[src/rtl/drive_ramp_controller.sv]
// drive_ramp_controller
// Turns the enable_forward level command into a PWM motor drive with a
// soft start and a soft stop. The duty moves by RAMP_STEP on each ramp_tick.
// The PWM compare uses a shadow copy of the duty. The shadow is reloaded only
// at the end of a PWM period, so a duty change never cuts a period short.
module drive_ramp_controller #(
  parameter int PWM_BITS  = 8,
  parameter int MAX_DUTY  = 200,
  parameter int RAMP_STEP = 50
) (
  input  logic                clk,
  input  logic                reset,
  input  logic                enable_forward,
  input  logic                ramp_tick,
  output logic                pwm_out,
  output logic [PWM_BITS-1:0] duty,
  output logic [1:0]          drive_state,
  output logic                busy,
  output logic                halted
);

  typedef enum logic [1:0] {
    ST_IDLE      = 2'd0,
    ST_RAMP_UP   = 2'd1,
    ST_CRUISE    = 2'd2,
    ST_RAMP_DOWN = 2'd3
  } state_t;

  localparam logic [PWM_BITS-1:0] MAX_DUTY_V = PWM_BITS'(MAX_DUTY);
  localparam logic [PWM_BITS-1:0] STEP_V     = PWM_BITS'(RAMP_STEP);
  localparam logic [PWM_BITS-1:0] CNT_TOP    = '1;

  state_t              state_q, state_d;
  logic [PWM_BITS-1:0] duty_q, duty_d;
  logic [PWM_BITS-1:0] duty_active_q, duty_active_d;
  logic [PWM_BITS-1:0] counter_q, counter_d;
  logic                pwm_q, pwm_d;
  logic                halted_q, halted_d;

  logic [PWM_BITS:0]   sum_wide;
  logic [PWM_BITS-1:0] duty_inc;
  logic [PWM_BITS-1:0] duty_dec;

  // Saturating step arithmetic: the sum is one bit wider so it cannot wrap,
  // and the decrement floors at zero.
  always_comb begin
    sum_wide = {1'b0, duty_q} + {1'b0, STEP_V};
    duty_inc = (sum_wide > {1'b0, MAX_DUTY_V}) ? MAX_DUTY_V : sum_wide[PWM_BITS-1:0];
    duty_dec = (duty_q <= STEP_V) ? '0 : (duty_q - STEP_V);
  end

  // Next state and duty. Command changes take priority over a coincident tick.
  always_comb begin
    state_d  = state_q;
    duty_d   = duty_q;
    halted_d = 1'b0;
    unique case (state_q)
      ST_IDLE: begin
        if (enable_forward) begin
          state_d = ST_RAMP_UP;
        end
      end
      ST_RAMP_UP: begin
        if (!enable_forward) begin
          state_d = ST_RAMP_DOWN;
        end else if (ramp_tick) begin
          duty_d = duty_inc;
          if (duty_inc == MAX_DUTY_V) begin
            state_d = ST_CRUISE;
          end
        end
      end
      ST_CRUISE: begin
        if (!enable_forward) begin
          state_d = ST_RAMP_DOWN;
        end
      end
      ST_RAMP_DOWN: begin
        if (enable_forward) begin
          state_d = ST_RAMP_UP;
        end else if (ramp_tick) begin
          duty_d = duty_dec;
          if (duty_dec == '0) begin
            state_d  = ST_IDLE;
            halted_d = 1'b1;
          end
        end
      end
      default: begin
        state_d = ST_IDLE;
        duty_d  = '0;
      end
    endcase
  end

  // Free-running PWM counter. The shadow duty is reloaded on the last count
  // of the period. The output bit is registered one cycle after the compare.
  always_comb begin
    counter_d     = counter_q + PWM_BITS'(1);
    duty_active_d = (counter_q == CNT_TOP) ? duty_q : duty_active_q;
    pwm_d         = (counter_q < duty_active_q);
  end

  // State, duty and PWM registers. The async reset clears everything,
  // including the output bit, at once.
  always_ff @(posedge clk or posedge reset) begin
    if (reset) begin
      state_q       <= ST_IDLE;
      duty_q        <= '0;
      duty_active_q <= '0;
      counter_q     <= '0;
      pwm_q         <= 1'b0;
      halted_q      <= 1'b0;
    end else begin
      state_q       <= state_d;
      duty_q        <= duty_d;
      duty_active_q <= duty_active_d;
      counter_q     <= counter_d;
      pwm_q         <= pwm_d;
      halted_q      <= halted_d;
    end
  end

  // Status outputs. busy is decoded from the state register.
  always_comb begin
    pwm_out     = pwm_q;
    duty        = duty_q;
    drive_state = state_q;
    busy        = (state_q != ST_IDLE);
    halted      = halted_q;
  end

endmodule
[config.mk]
export PLATFORM = sky130hd
export DESIGN_NAME = drive_ramp_controller
export DESIGN_NICKNAME = d
export VERILOG_FILES = /design/src/rtl/drive_ramp_controller.sv
export SDC_FILE = /design/constraint.sdc
export NUM_CORES = 1
export LEC_CHECK = 0
export ABC_AREA = 1
export BUFFER_PORTS_ARGS = -buffer_cell sky130_fd_sc_hd__buf_2
export CORE_MARGIN = 2
export CORE_UTILIZATION = 30
export CTS_BUF_LIST = sky130_fd_sc_hd__clkbuf_16
export DETAILED_ROUTE_END_ITERATION = 10
export PLACE_DENSITY = 0.51
export REMOVE_ABC_BUFFERS = 1
export SLEW_MARGIN = 20
export SYNTH_ARGS = -nofsm -noshare
export SYNTH_HDL_FRONTEND = slang
export SYNTH_SLANG_ARGS = --single-unit
[constraint.sdc]
create_clock -name clk -period 2.5 [get_ports clk]
set_input_delay 0.25 -clock clk [delete_from_list [all_inputs] [get_ports clk]]
set_output_delay 0.25 -clock clk [all_outputs]
set_load 0.1 [all_outputs]
==> out/metrics.json <==
{
  "timing.critical_path.from_type": "flip-flop",
  "routedWlPerCell_um": 12.0,
  "die_width_um": 82.1,
  "number_of_antenna_violations_at_the_first_check_in_global_routing": 0,
  "syn_inst": 247,
  "count_of_final_setup_violators": 0,
  "cts_setup_buffers": 0,
  "dp_hpwl_mm": 3.12,
  "grt_start_max_net_pins": 29,
  "critical-path-slowest-cell": "dfrtp_1",
  "crit_path_max_incr_delay_ns": 0.53,
  "grt_pass1_wl_mm": 6.91,
  "initial_utilization": 0.309,
  "fillerInstances": 635,
  "place_congestion": 0.825,
  "drt-vias-per-instance": 4.66,
  "grt_usage": 0.132,
  "antenna_cells_inserted": 0,
  "postPlaceCellArea_um2": 1990,
  "detail-route-antenna-nets": 0,
  "finalSetupTns_ns": 0,
  "tritoncts_clock_tree": "yes",
  "route.final.wire_length_mm": 4.08,
  "synth.yosys.warnings": 0,
  "initialDrtViolationCount": 59,
  "ios": 17,
  "critical_path.endpoint_type": "flip-flop",
  "final_design_area_no_fill_um2": 2090,
  "crit_required_ns": 2.64,
  "drive_above_1_share": 0.125,
  "synth_seq_area_share": 0.383,
  "cts_buffer_depth": 2,
  "critical_path_peak_fanout": 9,
  "placementRows": 28,
  "status": "completed",
  "synthesis.area_um2": 1830,
  "core_area_um2": 5920,
  "number_of_port_buffers": 16,
  "cts.reportedPaths.clkPinSlew_ns": 0.07,
  "maxSlewViolCount": 0,
  "multi_input_comb_area_um2": 953,
  "cts_made_buffers": 3,
  "dieArea_um2": 6730,
  "final_hold_viol_count": 0,
  "synth_register_bits": 28,
  "reg2reg_setup_slack_ns": 0.44,
  "clockRootBuffer": "clkbuf_16",
  "cts.repair.resized": 0,
  "grt_overflow_total": 0,
  "number_of_global_route_vias_before_repair": 1487,
  "die_h_um": 82.1,
  "number_of_vias_after_detailed_routing": 1584,
  "worst-setup-path-type": "flip-flop to flip-flop",
  "num-nets-final": 286,
  "cts.sink_count": 28,
  "worst_min_path_class": "input port to async pin",
  "maxCapViolCount": 0,
  "insertion_delay_ns": 0.27,
  "fmaxAchievable_mhz": 486,
  "post-route-drc-count": 0,
  "syn_avg_cell_area_um2": 7.40,
  "worstPathCellList": "inv_2 > ha_1 > nor2_1 > nor2_1 > nor2_1 > nand2_1 > nand3_1 > nand2_1 > nor2_2 > inv_2 > o21ai_1 > o21ai_0",
  "rsz0062_at_grt": "false",
  "layout_overhead_on_the_synthesized_area_pct": 14.4,
  "fin_crit_ns": 2.06,
  "finClkSkew_ns": 0.00461,
  "final-seq-area_um2": 701,
  "worstMarginPinSlew_ns": 0.496,
  "htree_levels": 1,
  "critical-path-top-cell-by-count": "nor2_1",
  "dr.pass1.iters": 4,
  "cts.hold.buffers_added": 0,
  "final.period_utilization": 0.824,
  "ys_types": 23,
  "arrival_time_at_the_worst_endpoint_ns": 2.20,
  "timing.slew.headroom": 0.672
}
-- critical path: cells and delay by family (launching register included) --
| kind | cells | cell delay, ns |
|---|---|---|
| AND/OR/NAND/NOR | 7 | 0.67 |
| flip-flops | 1 | 0.53 |
| adder cells (fa/ha/maj) | 1 | 0.36 |
| AO/OA/AOI/OAI | 2 | 0.20 |
| buffers and inverters | 2 | 0.17 |
-- layout make-up --
class,count,area share
Inverter,38,0.0682
Clock inverter,1,0.0144
Tap cell,75,0.0449
Timing Repair Buffer,18,0.0455
Clock buffer,3,0.0359
Sequential cell,28,0.335
Multi-Input combinational cell,177,0.456
-- synthesized netlist by cell type (all sizes together) --
master	number	area, um^2
inv	38	143
dfrtp	28	701
clkbuf	1	3.75
o211ai	1	7.51
ha	16	200
buf	3	27.5
nand4	6	37.5
o21ai	21	105
nor3	1	5.00
nor2	30	118
nand3	18	95.1
a31oi	2	12.5
a21boi	1	7.51
nand2	64	250
a21oi	9	45.0
xor2	7	61.3
o311ai	1	8.76
-- placed cells by master, fill, tap and decap left out, drive strengths merged --
master,count
o211ai,1
dfrtp,28
xor2,7
bufinv,1
o21ai,21
a21boi,1
inv,38
o311ai,1
nor3,1
nand3,18
nor2,30
clkbuf,3
a21oi,9
ha,16
nand2,64
a31oi,2
nand4,6
buf,18
-- final timing paths --
path | end | depth (start not counted) | startpoint
worst max-delay path | duty[3]$_DFFE_PP0P_ | 12 | duty[1]$_DFFE_PP0P_
worst min-delay path | halted$_DFF_PP0_ | 3 | reset
worst max register to register | duty[3]$_DFFE_PP0P_ | 12 | duty[1]$_DFFE_PP0P_
worst min register to register | counter_q[0]$_DFF_PP0_ | 1 | counter_q[0]$_DFF_PP0_
max in group asynchronous | duty_active_q[1]$_DFFE_PP0N_ | 3 | reset
min in group clk | halted$_DFF_PP0_ | 6 | enable_forward
-- cells by family after synthesis --
kind of cell / Yosys count / share of synthesized area
flops: 28 / 0.383
compound gates: 35 / 0.102
simple gates: 119 / 0.277
xor+xnor: 7 / 0.0335
fa+ha+maj: 16 / 0.110
buf+inv: 42 / 0.0951
-- routing by layer --
metal,up-vias,GRT usage,part of all wire
li1,828,-,-
met3,4,0.0242,0.034
met1,723,0.170,0.50
met4,0,0.0367,0.0088
met2,29,0.224,0.46
met5,-,0,0
-- stage by stage --
step | cells | utilization | hold slack (ns) | worst slack [ns]
after floorplan | 243 | - | 0.315 | 0.0607
after detailed placement | 336 | 0.335 | 0.355 | 0.452
after global routing | 340 | 0.353 | 0.107 | 0.246
final | 340 | 0.353 | 0.0464 | 0.440
after CTS | 340 | 0.353 | 0.0602 | 0.437
after global placement | 336 | 0.335 | 0.355 | 0.439
-- sequential cells by signal, summed over array words and instances, names as in the netlist --
signal,count
duty_active_q,8
halted,1
duty,8
counter_q,8
drive_state,2
pwm_out,1
Power is not shown: default switching activity piles up to over one toggle a cycle in this logic, so the estimate is an artifact.
